`src/rtl/kbdmk1_kbdside.sv`:
```
// MK-I keyboard link, keyboard (responder) side.
// Receives the LED stream on kb_do and returns the key matrix on kb_di.
module kbdmk1_kbdside #(
    parameter int IDLE_CYCLES = 1000,
    parameter int FRAME_BITS  = 128,
    parameter int LED_BITS    = 96,
    parameter int KEY_BITS    = 80
) (
    input  logic                clk,
    input  logic                reset_n,
    input  logic                kb_ck,
    input  logic                kb_do,
    output logic                kb_di,
    input  logic [0:KEY_BITS-1] key_matrix,
    output logic [0:23]         led1_rgb,
    output logic [0:23]         led2_rgb,
    output logic [0:23]         led3_rgb,
    output logic [0:23]         led4_rgb,
    output logic                led_valid,
    output logic                frame_error
);

    localparam int IW = $clog2(FRAME_BITS + 1);
    localparam int CW = $clog2(IDLE_CYCLES + 1);

    localparam logic [IW-1:0] LED_N  = IW'(LED_BITS);
    localparam logic [IW-1:0] KEY_N  = IW'(KEY_BITS);
    localparam logic [IW-1:0] LAST_N = IW'(FRAME_BITS - 1);
    localparam logic [CW-1:0] IDLE_N = CW'(IDLE_CYCLES);

    localparam logic [1:0] S_WAIT  = 2'd0;
    localparam logic [1:0] S_ARMED = 2'd1;
    localparam logic [1:0] S_SHIFT = 2'd2;
    localparam logic [1:0] S_DONE  = 2'd3;

    logic                ck_m;
    logic                ck_s;
    logic                ck_p;
    logic                do_m;
    logic                do_s;
    logic                rise;
    logic                fall;
    logic                idle;
    logic [CW-1:0]       idle_cnt;
    logic [1:0]          state;
    logic [IW-1:0]       idx;
    logic [0:KEY_BITS-1] ret;
    logic [0:LED_BITS-1] shadow;

    assign rise = ck_s & ~ck_p;
    assign fall = ~ck_s & ck_p;
    assign idle = (idle_cnt == IDLE_N);

    // Two-flop synchronizers plus the previous-sample flop for edge detect.
    always_ff @(posedge clk or negedge reset_n) begin
        if (!reset_n) begin
            ck_m <= 1'b1;
            ck_s <= 1'b1;
            ck_p <= 1'b1;
            do_m <= 1'b1;
            do_s <= 1'b1;
        end else begin
            ck_m <= kb_ck;
            ck_s <= ck_m;
            ck_p <= ck_s;
            do_m <= kb_do;
            do_s <= do_m;
        end
    end

    // Counts how long kb_ck has been quietly high; saturates at the limit.
    always_ff @(posedge clk or negedge reset_n) begin
        if (!reset_n) begin
            idle_cnt <= '0;
        end else if (rise || fall || !ck_s) begin
            idle_cnt <= '0;
        end else if (idle_cnt != IDLE_N) begin
            idle_cnt <= idle_cnt + 1'b1;
        end
    end

    // Frame sequencer: arm on idle, shift bits on edges, publish on completion.
    always_ff @(posedge clk or negedge reset_n) begin
        if (!reset_n) begin
            state       <= S_WAIT;
            idx         <= '0;
            kb_di       <= 1'b1;
            ret         <= '0;
            shadow      <= '0;
            led1_rgb    <= '0;
            led2_rgb    <= '0;
            led3_rgb    <= '0;
            led4_rgb    <= '0;
            led_valid   <= 1'b0;
            frame_error <= 1'b0;
        end else begin
            led_valid   <= 1'b0;
            frame_error <= 1'b0;
            case (state)
                S_WAIT: begin
                    kb_di <= 1'b1;
                    if (idle) begin
                        ret   <= {key_matrix[1:KEY_BITS-1], 1'b0};
                        kb_di <= ~key_matrix[0];
                        idx   <= '0;
                        state <= S_ARMED;
                    end
                end
                S_ARMED: begin
                    if (rise) begin
                        shadow <= {shadow[1:LED_BITS-1], do_s};
                        idx    <= {{(IW-1){1'b0}}, 1'b1};
                        state  <= S_SHIFT;
                    end
                end
                S_SHIFT: begin
                    if (idle && idx != '0) begin
                        // The gap that aborted this frame starts the next one.
                        frame_error <= 1'b1;
                        ret         <= {key_matrix[1:KEY_BITS-1], 1'b0};
                        kb_di       <= ~key_matrix[0];
                        idx         <= '0;
                        state       <= S_ARMED;
                    end else if (fall) begin
                        if (idx < KEY_N) begin
                            kb_di <= ~ret[0];
                            ret   <= {ret[1:KEY_BITS-1], 1'b0};
                        end else begin
                            kb_di <= 1'b1;
                        end
                    end else if (rise) begin
                        if (idx < LED_N) begin
                            shadow <= {shadow[1:LED_BITS-1], do_s};
                        end
                        idx <= idx + 1'b1;
                        if (idx == LAST_N) begin
                            state <= S_DONE;
                        end
                    end
                end
                S_DONE: begin
                    led1_rgb  <= shadow[0:23];
                    led2_rgb  <= shadow[24:47];
                    led3_rgb  <= shadow[48:71];
                    led4_rgb  <= shadow[72:95];
                    led_valid <= 1'b1;
                    kb_di     <= 1'b1;
                    state     <= S_WAIT;
                end
                default: begin
                    state <= S_WAIT;
                end
            endcase
        end
    end

endmodule
```
`config.mk`:
```
export PLATFORM = sky130hd
export DESIGN_NAME = kbdmk1_kbdside
export DESIGN_NICKNAME = d
export VERILOG_FILES = /design/src/rtl/kbdmk1_kbdside.sv
export SDC_FILE = /design/constraint.sdc
export NUM_CORES = 1
export LEC_CHECK = 0
export ABC_CLOCK_PERIOD_IN_PS = 2900
export BUFFER_PORTS_ARGS = -buffer_cell sky130_fd_sc_hd__buf_2
export CORE_MARGIN = 8
export CORE_UTILIZATION = 33
export DETAILED_ROUTE_END_ITERATION = 6
export MAX_ROUTING_LAYER = met4
export PLACE_DENSITY = 0.53
export SLEW_MARGIN = 20
export SYNTH_ARGS = -nofsm -noshare
export SYNTH_HDL_FRONTEND = slang
export SYNTH_SLANG_ARGS = --single-unit
```
`constraint.sdc`:
```
create_clock -name clk -period 2.9 [get_ports clk]
set_clock_uncertainty 0.1 [all_clocks]
set_input_delay 0.145 -clock clk [delete_from_list [all_inputs] [get_ports clk]]
set_output_delay 0.145 -clock clk [all_outputs]
set_load 0.05 [all_outputs]
```
# Word-level counts from Yosys, hierarchy flattened
# Cells that the tools add are included.
# word_totals
out_inout_bits	99
input_bits	84
regBits	300
wordCells	94
# op_classes
magnitude_cmp	2
reduce_logical	16
eq_ne	17
bitwise	6
add_sub_neg	2
mux	34
# ops
cell	n
two-way mux 96 bit	5
two-way mux 80 bit	4
case mux 96 bit (2 select lines)	1
case mux 80 bit (2 select lines)	1
two-way mux 8 bit	5
case mux 8 bit (3 select lines)	1
two-way mux 10 bit	2
less-than comparator 8 x 7 -> 1 bit, second input constant	2
inequality test 3 bit, second input constant	5
two-way mux 2 bit	6
inequality test 2 bit, second input constant	6
adder 10 x 1 -> 10 bit, second input constant	1
equality test 10 bit, second input constant	1
inequality test 10 bit, second input constant	1
AND reduction 5 bit	2
adder 8 x 1 -> 8 bit, second input constant	1
equality test 8 x 7 -> 1 bit, second input constant	1
case mux 2 bit (4 select lines)	1
nonzero test 8 bit	1
two-way mux 1 bit	7
AND reduction 6 bit	1
nonzero test 2 bit	3
nonzero test 3 bit	2
equality test 2 bit, second input constant	2
other kinds (10)	15

# Longest topological paths before layout
# logic_depth
word_depth	6
mapped_depth	10
ltp_nobuf	7

# Least setup slack after synthesis
# OpenSTA, ideal clock, no wires.
# synth_path
path_type	reg2reg
startpoint	register state[0]
endpoint	register shadow[10] (netlist bit)
required_ns	2.673
t_arrival_ns	2.206
slack_ns	0.467
setup_ns	0.127
path_stages_with_launch	10
path_buffers	2
period_less_slack_ns	2.433
path_cell_list	dfrtp_1 -> inv_1 -> ha_1 -> inv_2 -> a2111oi_0 -> o21ai_2 -> a21oi_2 -> buf_6 -> buf_6 -> mux2_1
# synth_via
elab_chain_len	3
word_cells_on_any_way	10
classes_between	eq/ne (7); mux (1); reduce/logical (2)
# synth_lines
item	line	text
start: declaration	45	logic [1:0] state;
start signal: assignment	85	state <= S_WAIT;
start signal: assignment	106	state <= S_ARMED;
start signal: assignment	113	state <= S_SHIFT;
equality test 2 bit or equality test 2 x 1 -> 1 bit (tied branches)	99	case (state)
inequality test 2 bit (no source line) or nonzero test 2 bit (tied branches)	-	
AND reduction 6 bit (no source line)	-	
end signal: assignment	111	shadow <= {shadow[1:LED_BITS-1], do_s};
end signal: assignment	133	shadow <= {shadow[1:LED_BITS-1], do_s};
end: declaration	48	logic [0:LED_BITS-1] shadow;
# Parallel ways exist; a longest one is shown, timed or not.
# A chain may end at the register's enable or synchronous reset.

# Worst setup path in the final report
# layout_path
startpoint	register state[0]
endpoint	register shadow[45] (netlist bit)
# Same word-level chain as after synthesis.

==> flow_metrics.py <==
metrics = {
    "outcome": {
        "status": "finished, final reports clean",
    },
    "drt": {
        "post_drt_wl_per_cell_um": 16.2,
        "drt-total-wl_um": 28200,
        "drc": 0,
        "routed_via_density": 4.61,
        "ant_nets": 0,
        "drtIter0Drc": 308,
        "vias": 8044,
        "firstDrtPassIters": 4,
    },
    "layout": {
        "syn_to_final_growth_pct": 30.0,
        "fin_nets": 1299,
        "fillCellCount": 3511,
        "layout-drive-gt1-share_pct": 36.5,
        "final_cell_area_um2": 16200,
    },
    "logic_synthesis": {
        "synth_cells": 927,
        "synthesis.area_um2": 12400,
        "synth.most_common_cell": "dfrtp_1",
        "seq_area_frac_synth_pct": 60.2,
        "synthTopCellsByArea": "dfrtp_1, mux2_2, mux2i_1, mux2_1, o21ai_0",
        "syn_area_per_cell_um2": 13.4,
        "synthFlopType": "dfrtp_1",
        "synth_edf_count": 0,
        "syn-num-nets": 1020,
        "netlist-cell-type-count": 55,
        "async_flop_share_pct": 100,
        "ys_ff_latch": 299,
        "yosysTopAreaCellShare_pct": 58.9,
        "ys_warn_count": 0,
        "yosysTopAreaCell": "dfrtp_1",
        "synth_common_cells": "dfrtp_1, mux2_2, nand2_1",
    },
    "sta": {
        "rsz0062_at_grt": "no",
        "final.period_utilization_pct": 88.7,
        "maxSlewHeadroom_pct": 48.1,
        "finalSetupViolCount": 0,
        "fmax_mhz": 389,
        "min_period_ns": 2.57,
        "worstMarginPinSlew_ns": 0.779,
        "setup-tns-final_ns": 0,
        "slew_violations": 0,
        "final_hold_viol_count": 0,
    },
    "worst_setup_path": {
        "cp-end-kind": "flip-flop",
        "path_buf_inv": 3,
        "crit_arrival_ns": 2.86,
        "path_cells": "inv_1 -> ha_1 -> inv_2 -> a2111oi_0 -> o21ai_2 -> a21oi_4 -> buf_12 -> mux2_2",
        "startpoint_type": "flip-flop",
        "r2r_start": "state[0]$_DFFE_PN0P_",
        "cp.depth": 8,
        "reg2reg_to": "shadow[45]$_DFFE_PN0P_",
        "startpoint": "state[0]$_DFFE_PN0P_",
        "critPathCapture": "shadow[45]$_DFFE_PN0P_",
        "critPathTopFamily": "compound AO/OA/AOI/OAI gates",
        "critPathRequiredTime_ns": 3.19,
        "path_max_fanout": 51,
        "worstSetupPathType": "reg2reg",
        "slowest_stage": "a2111oi_0",
        "max_stage_delay_ns": 0.47,
        "r2r_slack_ns": 0.33,
        "rr_worst_depth": 8,
    },
    "power_and_ir_drop": {
        "p_switching_mw": 1.92,
        "internal_power_mw": 6.98,
        "combPwrFrac_pct": 3.4,
        "p_clk_share_pct": 49.5,
        "switching_share_pct": 21.6,
        "power.total_mw": 8.90,
        "power_leakage_nw": 8.55,
        "powerDensity_nw_per_um2": 550,
        "ir_worst_vdd_v": 0.000392,
        "p_seq_share_pct": 47.0,
    },
    "floorplanning": {
        "fp.dieW_um": 210,
        "pin_count": 183,
        "rows": 71,
        "core_um2": 37400,
        "initial_core_util_pct": 33.3,
        "fp.dieH_um": 210,
        "die_area_um2": 44200,
    },
    "global_route": {
        "grt.total_usage_pct": 13.2,
        "grt_max_degree": 99,
        "antenna_found_initial": 0,
        "overflow": 0,
        "grt_pass1_wl_um": 47200,
        "first_global_vias": 8714,
    },
    "placed_design": {
        "portBuffers": 182,
        "placed_area_um2": 14100,
        "gp_congestion": 0.783,
        "dp_hpwl_um": 18100,
    },
    "clocking": {
        "ctsRootBufferMaster": "clkbuf_16",
        "path_clk_slew_ns": 0.06,
        "cts_setup_buffers": 0,
        "insertion_delay_ns": 0.51,
        "cts.sinks": 299,
        "clockBufferDepth": 3,
        "htree_levels": 2,
        "cts_resized": 0,
        "numCtsBuffers": 36,
        "cts_tree": "built",
    },
    "job": {
        "max-cap-violations": 0,
    },
    "worst_hold_path": {
        "hold_path.class": "in2async",
    },
}
[layer usage]
layer	vias to the layer above	share of wire [%]	wire length, um	global-route usage (%)
li1	3844	-	-	-
met1	3963	46	13000	17.1
met2	184	46	12800	20.2
met3	53	5.7	1600	3.36
met4	0	2.6	734	4.16
met5	-	0	0	-
[layout by cell type, fill, tap and decap left out, types with 16 or more instances in the layout]
cell type      Yosys  layout
dfrtp_1          293     293
dlygate4sd3_1      0      83
clkbuf_16          0      36
mux2i_1           79      79
mux2_2           153     153
buf_4              9      16
buf_2             10     181
mux2_1            40      40
nand2_1           93      93
o21ai_0           78      78
[cell families after synthesis]
logic type	share of synthesized area [%]
xor gates and xnor gates	0.563
buffers and inverters	2.76
adders and majority gates	0.905
muxes	23.8
and+or+nand+nor	5.48
AOI/OAI and AO/OA	6.25
DFF	60.2
[through the flow]
step / hold WS [ns] / std cells / utilization (%) / setup slack (ns)
after floorplan: -0.251 / 927 / - / 0.467
after global placement: 0.137 / 1596 / 37.8 / 0.350
after detailed placement: 0.141 / 1596 / 37.8 / 0.304
after CTS: 0.154 / 1745 / 43.2 / 0.295
after global routing: 0.160 / 1745 / 43.2 / 0.127
final: 0.154 / 1746 / 43.2 / 0.328
[power groups by stage]
stage / Clock, mW / Combinational, mW / Sequential, mW
floorplan: 0 / 0.0398 / 4.26
global placement: 0 / 0.223 / 4.26
detailed placement: 0 / 0.223 / 4.26
CTS: 4.59 / 0.312 / 4.18
global route: 4.76 / 0.342 / 4.18
finish: 4.41 / 0.305 / 4.19
[repair_timing]
item / in CTS / in global routing
endpoints found under the hold margin: 158 / 0
endpoints found under the setup margin: 0 / 0
hold buffers: 83 / 0
[how the worst min path moves through the flow]
| stage | depth (start not counted) | slack (ns) | startpoint | end |
|---|---|---|---|---|
| detailed placement | 1 | 0.14 | reset_n | led1_rgb[12]$_DFFE_PN0P_ |
| global placement | 1 | 0.14 | reset_n | idx[3]$_DFFE_PN0P_ |
| global route | 2 | 0.16 | kb_do | do_m$_DFF_PN1_ |
| CTS | 2 | 0.15 | kb_do | do_m$_DFF_PN1_ |
| floorplan | 0 | -0.25 | reset_n | frame_error$_DFF_PN0_ |
| finish | 2 | 0.15 | reset_n | shadow[12]$_DFFE_PN0P_ |
[state kept, by name, indices dropped and copies added, names as in the netlist, 2 cells and up]
| register | cells |
|---|---|
| shadow | 96 |
| led4_rgb | 24 |
| led3_rgb | 24 |
| ret | 79 |
| idx | 8 |
| led1_rgb | 24 |
| state | 2 |
| led2_rgb | 24 |
| idle_cnt | 10 |
[cell type report]
cell class / instances / area (um^2) / area share, %
clock buffer: 53 / 1050 / 6.53
sequential: 299 / 7490 / 46.3
multi-input combinational: 565 / 4650 / 28.8
inverter: 8 / 30.0 / 0.186
clock inverter: 13 / 128 / 0.790
timing repair buffer: 296 / 2170 / 13.4
antenna: 1 / 2.50 / 0.0155
tap: 511 / 639 / 3.96
No activity file was read; power rests on OpenSTA's default activity.
